## src/rtl/cmp_arbiter_pkg.sv

```systemverilog
// cmp_arbiter_pkg: RV32I compare-op and word types shared by the arbiter, its comparator and its bus.
package cmp_arbiter_pkg;
    typedef enum logic [2:0] {
        beq  = 3'b000,
        bne  = 3'b001,
        slt  = 3'b010,
        sltu = 3'b011,
        blt  = 3'b100,
        bge  = 3'b101,
        bltu = 3'b110,
        bgeu = 3'b111
    } branch_funct3_t;
    typedef logic [31:0] rv32i_word;
endpackage

```

## src/rtl/cmp_arbiter_if.sv

```systemverilog
// cmp_arbiter_if: requester-side and response-side signals of the shared comparator.
interface cmp_arbiter_if
    import cmp_arbiter_pkg::*;
#(
    parameter int NUM_REQ = 2,
    parameter int ID_W = (NUM_REQ > 1) ? $clog2(NUM_REQ) : 1
);
    logic [NUM_REQ-1:0] req_valid;
    logic [NUM_REQ-1:0] req_ready;
    branch_funct3_t     req_op [NUM_REQ];
    rv32i_word          req_a [NUM_REQ];
    rv32i_word          req_b [NUM_REQ];
    logic               resp_valid;
    logic               resp_enable;
    logic [ID_W-1:0]    resp_id;
    logic               resp_ready;
    modport master (
        output req_valid, req_op, req_a, req_b, resp_ready,
        input  req_ready, resp_valid, resp_enable, resp_id
    );
    modport slave (
        input  req_valid, req_op, req_a, req_b, resp_ready,
        output req_ready, resp_valid, resp_enable, resp_id
    );
endinterface

```

## src/rtl/cmp_arbiter_cmp.sv

```systemverilog
// cmp: RV32I branch / set-less-than comparator.
module cmp
    import cmp_arbiter_pkg::*;
(
    input  branch_funct3_t cmpop,
    input  rv32i_word      a,
    input  rv32i_word      b,
    output logic           enable
);
    logic eq, lt, ltu;
    assign eq  = a == b;
    assign lt  = $signed(a) < $signed(b);
    assign ltu = a < b;
    // funct3[0] inverts the branch forms; slt/sltu (01x) use it as the unsigned select
    assign enable = cmpop[2] ? ((cmpop[1] ? ltu : lt) ^ cmpop[0])
                  : cmpop[1] ? (cmpop[0] ? ltu : lt)
                  : (eq ^ cmpop[0]);
endmodule

```

## src/rtl/cmp_arbiter.sv

```systemverilog
// cmp_arbiter: round-robin sharing of one comparator with a registered, backpressured response slot.
module cmp_arbiter
    import cmp_arbiter_pkg::*;
#(
    parameter int NUM_REQ = 2,
    parameter int ID_W = (NUM_REQ > 1) ? $clog2(NUM_REQ) : 1
) (
    input logic          clk,
    input logic          rst,
    cmp_arbiter_if.slave bus
);
    logic [ID_W-1:0] rr, sel, idx;
    logic hit, free, accept, enable;
    assign free   = !rst && (!bus.resp_valid || bus.resp_ready);
    assign accept = hit && free;
    // walk downward so the valid index closest to rr is the last one written
    always_comb begin
        sel = '0;
        hit = 1'b0;
        idx = '0;
        for (int k = NUM_REQ - 1; k >= 0; k--) begin
            idx = ID_W'((int'(rr) + k) % NUM_REQ);
            if (bus.req_valid[idx]) begin
                sel = idx;
                hit = 1'b1;
            end
        end
    end
    assign bus.req_ready = accept ? NUM_REQ'(1) << sel : '0;
    cmp u_cmp (
        .cmpop  (bus.req_op[sel]),
        .a      (bus.req_a[sel]),
        .b      (bus.req_b[sel]),
        .enable (enable)
    );
    always_ff @(posedge clk or posedge rst) begin
        if (rst) begin
            bus.resp_valid  <= 1'b0;
            bus.resp_enable <= 1'b0;
            bus.resp_id     <= '0;
            rr              <= '0;
        end else if (accept) begin
            bus.resp_valid  <= 1'b1;
            bus.resp_enable <= enable;
            bus.resp_id     <= sel;
            rr              <= ID_W'((int'(sel) + 1) % NUM_REQ);
        end else if (bus.resp_ready) begin
            bus.resp_valid  <= 1'b0;
        end
    end
endmodule

```

## src/flat_wrapper.sv

```systemverilog
// flat-port wrapper written by rule: the top's interface ports become plain ports
module cmp_arbiter_flat import cmp_arbiter_pkg::*;
#(
    parameter int NUM_REQ = 2,
    parameter int ID_W = (NUM_REQ > 1) ? $clog2(NUM_REQ) : 1
)
  (clk, rst, bus_req_valid, bus_req_op, bus_req_a, bus_req_b, bus_resp_ready, bus_req_ready, bus_resp_valid, bus_resp_enable, bus_resp_id);
  cmp_arbiter_if #(.NUM_REQ(NUM_REQ), .ID_W(ID_W)) bus_i ();
  input logic clk;
  input logic rst;
  input wire logic [$bits(bus_i.req_valid)-1:0] bus_req_valid;
  input wire logic [$bits(bus_i.req_op)-1:0] bus_req_op;
  input wire logic [$bits(bus_i.req_a)-1:0] bus_req_a;
  input wire logic [$bits(bus_i.req_b)-1:0] bus_req_b;
  input wire logic [$bits(bus_i.resp_ready)-1:0] bus_resp_ready;
  output wire logic [$bits(bus_i.req_ready)-1:0] bus_req_ready;
  output wire logic [$bits(bus_i.resp_valid)-1:0] bus_resp_valid;
  output wire logic [$bits(bus_i.resp_enable)-1:0] bus_resp_enable;
  output wire logic [$bits(bus_i.resp_id)-1:0] bus_resp_id;
  assign bus_i.req_valid = bus_req_valid;
  assign bus_i.req_op = {>>{bus_req_op}};
  assign bus_i.req_a = {>>{bus_req_a}};
  assign bus_i.req_b = {>>{bus_req_b}};
  assign bus_i.resp_ready = bus_resp_ready;
  assign bus_req_ready = bus_i.req_ready;
  assign bus_resp_valid = bus_i.resp_valid;
  assign bus_resp_enable = bus_i.resp_enable;
  assign bus_resp_id = bus_i.resp_id;
  cmp_arbiter #(.NUM_REQ(NUM_REQ), .ID_W(ID_W)) u_core (.clk(clk), .rst(rst), .bus(bus_i));
endmodule
```

## config.mk

```make
export PLATFORM = sky130hd
export DESIGN_NAME = cmp_arbiter_flat
export DESIGN_NICKNAME = d
export VERILOG_FILES = /design/src/rtl/cmp_arbiter_pkg.sv /design/src/rtl/cmp_arbiter_if.sv /design/src/rtl/cmp_arbiter_cmp.sv /design/src/rtl/cmp_arbiter.sv /design/src/flat_wrapper.sv
export SDC_FILE = /design/constraint.sdc
export NUM_CORES = 1
export LEC_CHECK = 0
export BUFFER_PORTS_ARGS = -buffer_cell sky130_fd_sc_hd__buf_2
export CAP_MARGIN = 20
export CORE_ASPECT_RATIO = 1.75
export CORE_MARGIN = 8
export CORE_UTILIZATION = 44
export CTS_BUF_LIST = sky130_fd_sc_hd__clkbuf_8
export CTS_CLUSTER_SIZE = 12
export DETAILED_ROUTE_END_ITERATION = 10
export PLACE_DENSITY_LB_ADDON = 0.25
export SLEW_MARGIN = 15
export SYNTH_ARGS = -nofsm -noshare
export SYNTH_HDL_FRONTEND = slang
export SYNTH_SLANG_ARGS = --single-unit
```

## constraint.sdc

```tcl
create_clock -name clk -period 5.5 [get_ports clk]
set_input_delay 0.55 -clock clk [delete_from_list [all_inputs] [get_ports clk]]
set_output_delay 0.55 -clock clk [all_outputs]
set_load 0.01 [all_outputs]
```

Word level (Yosys, flattened, before mapping)
Cells that the tools add are included.
{"block": "word_totals", "ff_bits": 4, "out_inout_bits": 5}
{"block": "op_classes", "n_addsub": 2, "magnitude_cmp": 5, "eq_ne": 1, "shift": 1, "n_mux": 24, "bitwise": 3, "reduce_logical": 6}
{"op": "32-bit 2-to-1 mux", "count": 6}
{"op": "32-bit < comparator", "count": 2}
{"op": "32-bit == test", "count": 1}
{"op": "1-bit 2-to-1 mux", "count": 14}
{"op": "3-bit 2-to-1 mux", "count": 3}
{"op": "1-bit by 2-bit < comparator with 1-bit output, second input constant", "count": 2}
{"op": "1-bit adder, second input constant", "count": 2}
{"op": "2-bit greater-or-equal comparator, second input constant", "count": 1}
{"op": "1-bit logical AND", "count": 2}
{"op": "1-bit logical NOT", "count": 2}
{"op": "2-bit 2-to-1 mux", "count": 1}
{"op": "1-bit inverter with 2-bit output", "count": 1}
{"op": "2-bit nonzero test", "count": 1}
{"op": "1-bit by 1-bit left shift with 2-bit output, first input constant", "count": 1}
{"op": "1-bit XOR", "count": 2}
{"op": "1-bit logical OR", "count": 1}

Depth between registers and ports, before layout
Gate-level depths: netlist of run 1.
{"block": "logic_depth", "depth_word": 13, "mapped_depth": 14}

Hierarchy
A second synthesis of run 1 with hierarchy kept.
{"block": "hier_totals", "hier_cells": 223, "area_unflattened_um2": 1968.1}
{"module": "cmp_arbiter", "n_inst": 1, "cells_per_inst": 91, "area_each_um2": 1022.2, "seq_area_each_um2": 100.1}
{"module": "cmp", "n_inst": 1, "cells_per_inst": 132, "area_each_um2": 945.9, "seq_area_each_um2": 0.0}

Least setup slack after synthesis of run 1
Ideal clock, no wire load.
{"block": "synth_path", "kind": "input -> register", "start": "input bus_req_valid[0]", "end": "register u_core.bus.resp_enable", "setup_time_ps": 141, "t_arrival_ps": 3509, "t_required_ps": 5359, "slack_ps": 1849, "stages": 14, "cell_sequence": "inv_1 o21ai_2 clkbuf_1 buf_2 mux2_2 ha_1 nand4_1 nor4_2 a21boi_2 o41a_2 nor4_1 nor3_1 nor3b_1 o31ai_2"}
{"block": "synth_via", "elab_chain_len": 12, "word_cells_on_any_way": 28, "classes_between": "order compare: 2; eq/ne: 1; mux: 21; bitwise: 3; reduce/logical: 1"}
{"item": "from (decl)", "line": "flat_wrapper.sv:11", "text": "input wire logic [$bits(bus_i.req_valid)-1:0] bus_req_valid;"}
{"item": "1-bit 2-to-1 mux (implied by the code) (2 in series)", "line": "cmp_arbiter.sv:23", "text": "if (bus.req_valid[idx]) begin"}
{"item": "1-bit 2-to-1 mux (2 in series)", "line": "cmp_arbiter.sv:23"}
{"item": "1-bit inverter with 2-bit output (implied by the code)", "line": "cmp_arbiter.sv:31, cmp_arbiter.sv:32, cmp_arbiter.sv:33"}
{"item": "32-bit 2-to-1 mux, on equally long branches (3 in series)", "line": "cmp_arbiter.sv:32, cmp_arbiter.sv:33"}
{"item": "32-bit < comparator, or another cell as far along", "line": "cmp_arbiter_cmp.sv:12", "text": "assign lt = $signed(a) < $signed(b);"}
{"item": "1-bit 2-to-1 mux, or another cell as far along", "line": "cmp_arbiter_cmp.sv:16", "text": ": cmpop[1] ? (cmpop[0] ? ltu : lt)"}
{"item": "1-bit 2-to-1 mux / 1-bit XOR (equally long branches)", "line": "cmp_arbiter_cmp.sv:16, cmp_arbiter_cmp.sv:15"}
{"item": "1-bit 2-to-1 mux", "line": "cmp_arbiter_cmp.sv:15", "text": "assign enable = cmpop[2] ? ((cmpop[1] ? ltu : lt) ^ cmpop[0])"}
{"item": "to (signal assigned)", "line": "cmp_arbiter.sv:44", "text": "bus.resp_enable <= enable;"}
{"item": "to (decl)", "line": "cmp_arbiter_if.sv:23", "text": "output req_ready, resp_valid, resp_enable, resp_id"}
Several ways; a longest one is shown, not always the timed one. The select of a mux whose other input is x is not followed.
A chain may end at the register's enable or synchronous reset.

Worst setup path after layout of run 1
Same ends and word-level chain as after synthesis.

==> metrics.txt, run 1 <==
root buffer cell sky130_fd_sc_hd__clkbuf_8; full die area between 6000 and 7000 um^2; aggregate global-route resource usage 0.166; half-perimeter wire length of the detailed placement result about 4900 um; Resized Gates After CTS 0; met1 Usage GRT 0.152; slew at the pin closest to its max-slew limit between 500 and 600 ps; TritonCTS clock tree done; hold-fix buffer count after cts 0; count of endpoints failing setup in the final report 0; setup clock skew after layout around 1.3 ps; number of cells after detailed placement between 300 and 400; layout overhead on the synthesized area 46.7%; primary flip-flop cell chosen by synthesis mapping sky130_fd_sc_hd__dfrtp_1; count of flip-flops with a built-in enable after synthesis 0; TNS Setup 0 ps; grt peak-use layer met2; die outline width around 64 um; Max-slew headroom 0.607; chip height 99.2 um; global placer's final weighted congestion 0.800; Critical Path End Type flop; PortBufs approximately 140; total clock buffers created by CTS 3; global-route track usage on met3 0.0631; leakage power figure between 1 and 1.5 nW; r2r setup slk ~2100 ps; cells after synthesis about 190; initial antenna violation count 0; clk sinks 4; CP Class input port to flop; class of the most critical hold timing path input port to asynchronous set/reset pin; remaining global-route overflow 0; final hold violation count 0; pin count of the biggest net entering global routing 72; count of cell types in the netlist 36; proportion of netlist area held by the largest area contributor 0.230; first-pass GRT wire length 8900 um; Final Slew Violations 0; power density over the cells 141 nW/um^2; number of max-capacitance violations reported 0; clk buf depth 2; number of design-rule violations left by the first detailed-router iteration 83; Final Instance Count excl. Fillers ~370; launch point of the worst path bus_req_valid[0]; Filler cells between 300 and 400; met2 Track Usage GR 0.325; required time of the critical path 5580 ps; CP Launch Type input port; main area contributors after synthesis sky130_fd_sc_hd__ha_1, sky130_fd_sc_hd__mux2_2, sky130_fd_sc_hd__mux2i_1; net count after synthesis around 360; Initial Util 0.455; total routed wirelength about 5500 um; number of setup buffers added after CTS 0; status finished clean; length of the first detailed-routing pass in iterations 4; cell accounting for the most synthesized area sky130_fd_sc_hd__ha_1; ratio of cells with drive above 1 in the final layout 0.585; n_diodes 0; data arrival at the endpoint of the critical path about 3500 ps; Mapped Avg Cell Area ~9.4 um^2; maximum resistive drop on vdd around 130 uV; Crit Path Max Fanout slightly above 70; post-synthesis cell area between 1500 and 2000 um^2; number of H-tree levels 1; Period Utilization, post-route 0.619; Avg WL per Cell between 10 and 15 um; total core area between 3000 and 4000 um^2; Seq/Total Area, Yosys 0.0575; #FFs+latches synth 4; post-route DRC violation count 0; top-count cell post-synth sky130_fd_sc_hd__mux2_2; launch instance of the worst register-to-register path u_core.rr; total number of yosys warnings 0; row count 30; number of primary I/O pins 144; final net count ~500; async set-reset flop share out of synthesis 1.00; upper clock frequency limit 294 MHz; number of global-route vias before repair 2,126; routed via count between 1,500 and 2,000; via density per instance approximately 5.3; residual antenna-violating net count after detailed routing 0; final period demand of the worst path 3400 ps; commonest cells in the synthesized netlist sky130_fd_sc_hd__mux2_2, sky130_fd_sc_hd__mux2i_1, sky130_fd_sc_hd__ha_1; latest clock arrival within the worst-skew pair 220 ps; setup repair after global routing missed its margin false; clock transition time at the flip-flop clock pins of the worst setup and hold paths approximately 30 ps
cell usage in the layout, fill, tap and decap left out, types with 2 or more instances in the layout:
cell type | Yosys | layout
sky130_fd_sc_hd__a21o_1 | 5 | 5
sky130_fd_sc_hd__a21oi_1 | 11 | 11
sky130_fd_sc_hd__a221oi_1 | 2 | 2
sky130_fd_sc_hd__and4_1 | 5 | 5
sky130_fd_sc_hd__buf_2 | 4 | 143
sky130_fd_sc_hd__clkbuf_8 | 0 | 3
sky130_fd_sc_hd__dfrtp_1 | 4 | 4
sky130_fd_sc_hd__ha_1 | 32 | 32
sky130_fd_sc_hd__inv_1 | 3 | 3
sky130_fd_sc_hd__mux2_2 | 35 | 35
sky130_fd_sc_hd__mux2i_1 | 34 | 34
sky130_fd_sc_hd__nand2_1 | 12 | 12
sky130_fd_sc_hd__nand3_1 | 4 | 4
sky130_fd_sc_hd__nor2_1 | 3 | 3
sky130_fd_sc_hd__nor2b_1 | 2 | 2
sky130_fd_sc_hd__nor3_1 | 3 | 3
sky130_fd_sc_hd__o21ai_0 | 4 | 4
kinds of logic after synthesis:
logic type	count (synthesis)	share of synthesized area
AOI/OAI and AO/OA	33	0.143
and+or+nand+nor	36	0.118
DFF	4	0.0575
muxes	69	0.422
adders and majority gates	32	0.230
xor gates and xnor gates	1	0.00503
buffers and inverters	10	0.0244
worst paths after layout:
check,endpoint,cells past startpoint
min in group clk,u_core.bus.resp_id,1
max,u_core.bus.resp_enable,14
min,u_core.bus.resp_id,2
max reg2reg,u_core.bus.resp_enable,12
min reg2reg,u_core.bus.resp_id,1
max in group asynchronous,u_core.rr,2
power by group:
| part | switching [mW] | total [mW] | internal [mW] |
|---|---|---|---|
| clock network | 0.0169 | 0.0636 | 0.0468 |
| logic | 0.118 | 0.256 | 0.138 |
| registers | 0.00373 | 0.0392 | 0.0355 |
| total | 0.139 | 0.359 | 0.220 |
through the flow:
| step | worst slack (ps) | utilization | area (um^2) | hold slack (ps) | total power, mW |
|---|---|---|---|---|---|
| after global routing | 1930 | 0.667 | 2550 | 228 | 0.396 |
| after detailed placement | 1840 | 0.656 | 2510 | 451 | 0.299 |
| final | 2100 | 0.667 | 2550 | 214 | 0.359 |
| after CTS | 2080 | 0.667 | 2550 | 216 | 0.365 |
| after global placement | 1920 | 0.656 | 2510 | 442 | 0.293 |
| after floorplan | 1850 | - | 1740 | 324 | 0.211 |
state kept, by name, indices dropped and copies added (netlist names):
signal / cells
u_core.bus.resp_id: 1
u_core.bus.resp_valid: 1
u_core.rr: 1
u_core.bus.resp_enable: 1
critical path, stage by stage:
cell,delay [ps]
sky130_fd_sc_hd__buf_2,90
sky130_fd_sc_hd__inv_1,50
sky130_fd_sc_hd__o21ai_4,140
sky130_fd_sc_hd__buf_12,340
sky130_fd_sc_hd__mux2_2,390
sky130_fd_sc_hd__ha_1,310
sky130_fd_sc_hd__a21oi_1,180
sky130_fd_sc_hd__o21ai_0,100
sky130_fd_sc_hd__a22o_1,190
sky130_fd_sc_hd__o41a_2,400
sky130_fd_sc_hd__nor4_1,260
sky130_fd_sc_hd__nor3_1,90
sky130_fd_sc_hd__nor3b_1,240
sky130_fd_sc_hd__o31ai_2,100
metal layers:
| metal | wire length, um | part of all wire |
|---|---|---|
| met1 | 1970 | 0.36 |
| met2 | 2910 | 0.53 |
| met3 | 553 | 0.10 |
| met4 | 60 | 0.011 |
| met5 | 0 | 0 |
final cells by class:
class | instances | area, um^2 | share of cell area
multi-input combinational | 171 | 1610 | 0.629
timing repair buffer | 144 | 736 | 0.288
sequential | 4 | 100 | 0.0392
tap | 48 | 60.1 | 0.0235
clock buffer | 3 | 41.3 | 0.0162
inverter | 3 | 11.3 | 0.00441
No activity file was read; power rests on OpenSTA's default activity.
==> run 2, diff against run 1 <==
--- a/config.mk
+++ b/config.mk
@@ -9,7 +9,7 @@
 export CAP_MARGIN = 20
 export CORE_ASPECT_RATIO = 1.75
 export CORE_MARGIN = 8
-export CORE_UTILIZATION = 44
+export CORE_UTILIZATION = 41
 export CTS_BUF_LIST = sky130_fd_sc_hd__clkbuf_8
 export CTS_CLUSTER_SIZE = 12
 export DETAILED_ROUTE_END_ITERATION = 10
==> constraint.sdc (replaced) <==
create_clock -name clk -period 3.2 [get_ports clk]
set_input_delay 0.32 -clock clk [delete_from_list [all_inputs] [get_ports clk]]
set_output_delay 0.32 -clock clk [all_outputs]
set_load 0.01 [all_outputs]
==> metrics.txt, run 2 (same netlist as run 1, synthesis figures left out) <==
status finished clean; half-perimeter wire length of the detailed placement result 5240 um (+6.7%); ratio of cells with drive above 1 in the final layout 0.694 (+0.110); row count 31 (+3.3%); final core utilization 0.754 (+0.0871); count of endpoints failing setup in the final report 0 (unchanged); aggregate global-route resource usage 0.182 (+0.0159); final hold violation count 0 (unchanged); Worst Reg-to-Reg Cells 13 (+1); first-pass GRT wire length 9920 um (+11%); global placer's final weighted congestion 0.834 (+4.3%); clock transition time at the flip-flop clock pins of the worst setup and hold paths 30 ps (about the same); pin count of the biggest net entering global routing 13 (-82%); Switching Share 0.383 (-0.00340); Crit Path Max Fanout 8 (-89%); number of design-rule violations left by the first detailed-router iteration 56 (-33%); number of primary I/O pins 144 (unchanged); Critical Path End Type flop; post-route DRC violation count 0 (unchanged); maximum resistive drop on vdd 213 uV (+66%); setup repair after global routing missed its margin true; Post-Place Worst Slack -135 ps (-1980 ps); leakage power figure 1.63 nW (+12%); Final Slew Violations 0 (unchanged); clk buf depth 2 (unchanged); layout overhead on the synthesized area 78.1%; number of max-capacitance violations reported 0 (unchanged); setup clock skew after layout 2.03 ps (+0.770 ps); portion of total power attributed to combinational logic 0.775 (+0.062); clk sinks 4 (unchanged); class of the most critical hold timing path input port to flop; remaining global-route overflow 0 (unchanged); final period demand of the worst path 3120 ps; Seq. cell area 100 um^2 (unchanged); residual antenna-violating net count after detailed routing 0 (unchanged); latest clock arrival within the worst-skew pair 220 ps (about the same); TritonCTS clock tree done; endpoint of the worst register-to-register path u_core.bus.resp_enable; final net count 523 (+5.0%); Seq pwr share 0.086 (-0.023); via density per instance 5.41 (+2.8%); n_diodes 0 (unchanged); number of global-route vias before repair 2,313 (+8.8%); PortBufs 143 (unchanged); Filler cells 314 (-11%); number of H-tree levels 1 (unchanged); total clock buffers created by CTS 3 (unchanged); CP Launch Type flop; total core area 4110 um^2 (+7.4%); routed via count 2,159 (+10%); launch point of the worst path u_core.rr; routed wire length on met3 554 um (+0.18%); Int Pwr 0.482 mW (+120%); full die area 6670 um^2 (+5.8%); slew at the pin closest to its max-slew limit 638 ps (+49.1 ps); Period Utilization, post-route 0.975; TNS Setup 0 ps (unchanged); initial antenna violation count 0 (unchanged); post-route total power 0.781 mW (+120%); required time of the critical path 3270 ps (-2310 ps); power density over the cells 252 nW/um^2 (+79%); total routed wirelength 6770 um (+23%); routed length on met1 2320 um (+18%); routed length on met2 3760 um (+29%); commonest non-fill, non-tap cell in the layout sky130_fd_sc_hd__buf_2; die outline width 65.3 um (+2.7%); top layer in use met4; Max-slew headroom 0.575 (-0.0327); CP Class flop to flop; data arrival at the endpoint of the critical path 3200 ps (-280 ps); r2r setup slk 80 ps (-2050 ps); reported net switching power 0.299 mW (+120%); clock share of power 0.140 (-0.037); length of the first detailed-routing pass in iterations 4 (unchanged); Initial Util 0.423 (-0.0313); post-route worst hold slack 295 ps (+81.2 ps); Critical Path End u_core.bus.resp_enable; upper clock frequency limit 320 MHz; PnR worst setup slack 79.2 ps (-2020 ps); Avg WL per Cell 17.0 um (+15%); commonest cells after routing, fill and taps aside sky130_fd_sc_hd__buf_2, sky130_fd_sc_hd__mux2_2, sky130_fd_sc_hd__mux2i_1; chip height 102 um (+3.0%); launch instance of the worst register-to-register path u_core.rr; multi-input combinational cell area 1840 um^2 (+15%); root buffer cell sky130_fd_sc_hd__clkbuf_8
-- run 2: cell count changes in the layout (fill, tap and decap cells not counted), moves of 3 or more --
cell and change:
sky130_fd_sc_hd__buf_6 +3, sky130_fd_sc_hd__a21oi_1 -3, sky130_fd_sc_hd__ha_4 +9, sky130_fd_sc_hd__mux2i_2 +4
sky130_fd_sc_hd__buf_12 +4, sky130_fd_sc_hd__o21ai_0 -3, sky130_fd_sc_hd__mux2i_1 -6, sky130_fd_sc_hd__a21oi_2 +3
sky130_fd_sc_hd__buf_4 +14, sky130_fd_sc_hd__ha_1 -10
-- run 2: per-layer routing --
layer  vias to the layer above  global-route usage
met5                         -                   0
met4                         0              0.0456
met3                        12              0.0560
met2                        98               0.360
met1                       983               0.171
li1                       1066                   -
-- run 2: worst max-delay path, cell delays in order (launching register included) --
cell and delay [ps]:
sky130_fd_sc_hd__dfrtp_1 400, sky130_fd_sc_hd__o21ai_4 250, sky130_fd_sc_hd__buf_12 180, sky130_fd_sc_hd__buf_4 150
sky130_fd_sc_hd__mux2i_2 280, sky130_fd_sc_hd__ha_4 240, sky130_fd_sc_hd__nand4_1 130, sky130_fd_sc_hd__nor4_2 80
sky130_fd_sc_hd__a21boi_2 160, sky130_fd_sc_hd__o41a_4 470, sky130_fd_sc_hd__nor4_4 290, sky130_fd_sc_hd__nor3_2 90
sky130_fd_sc_hd__nor3b_2 170, sky130_fd_sc_hd__o31ai_2 70
-- run 2: worst min path at each step --
stage | slack, ps | to | startpoint | depth (start not counted)
after floorplan | 90 | u_core.bus.resp_enable | rst | 1
after global placement | 220 | u_core.bus.resp_valid | rst | 2
after detailed placement | 220 | u_core.bus.resp_valid | rst | 2
after CTS | 290 | u_core.bus.resp_valid | bus_resp_ready | 2
after global routing | 330 | u_core.bus.resp_valid | bus_resp_ready | 2
final | 300 | u_core.bus.resp_valid | bus_resp_ready | 2
-- run 2: stage by stage --
step | instance area, um^2 | std cells
final | 3100 | 399
after global placement | 2620 | 383
after CTS | 2860 | 393
after detailed placement | 2620 | 383
after global routing | 3100 | 399
after floorplan | 1760 | 185
-- run 2: power groups by stage --
stage / logic (mW) / registers [mW] / clock network [mW]
global placement: 0.458 / 0.0675 / 0
floorplan: 0.296 / 0.0714 / 0
CTS: 0.535 / 0.0672 / 0.111
global route: 0.667 / 0.0684 / 0.112
detailed placement: 0.469 / 0.0677 / 0
finish: 0.605 / 0.0669 / 0.109
-- run 2: repair_timing --
action                                  4_1_cts  5_1_grt
endpoints found under the setup margin        1        1
hold buffers                                  1        0
gates cloned                                  3        2
endpoints found under the hold margin         4        0
gates resized for setup                      15       32
setup buffers                                 3        6
pin swaps                                    14       19
-- run 2: cell type report --
type / instances / share of cell area
Tap cell: 49 / 0.0198
Inverter: 3 / 0.00363
Sequential cell: 4 / 0.0323
Timing Repair Buffer: 169 / 0.336
Clock buffer: 3 / 0.0133
Multi-Input combinational cell: 171 / 0.595
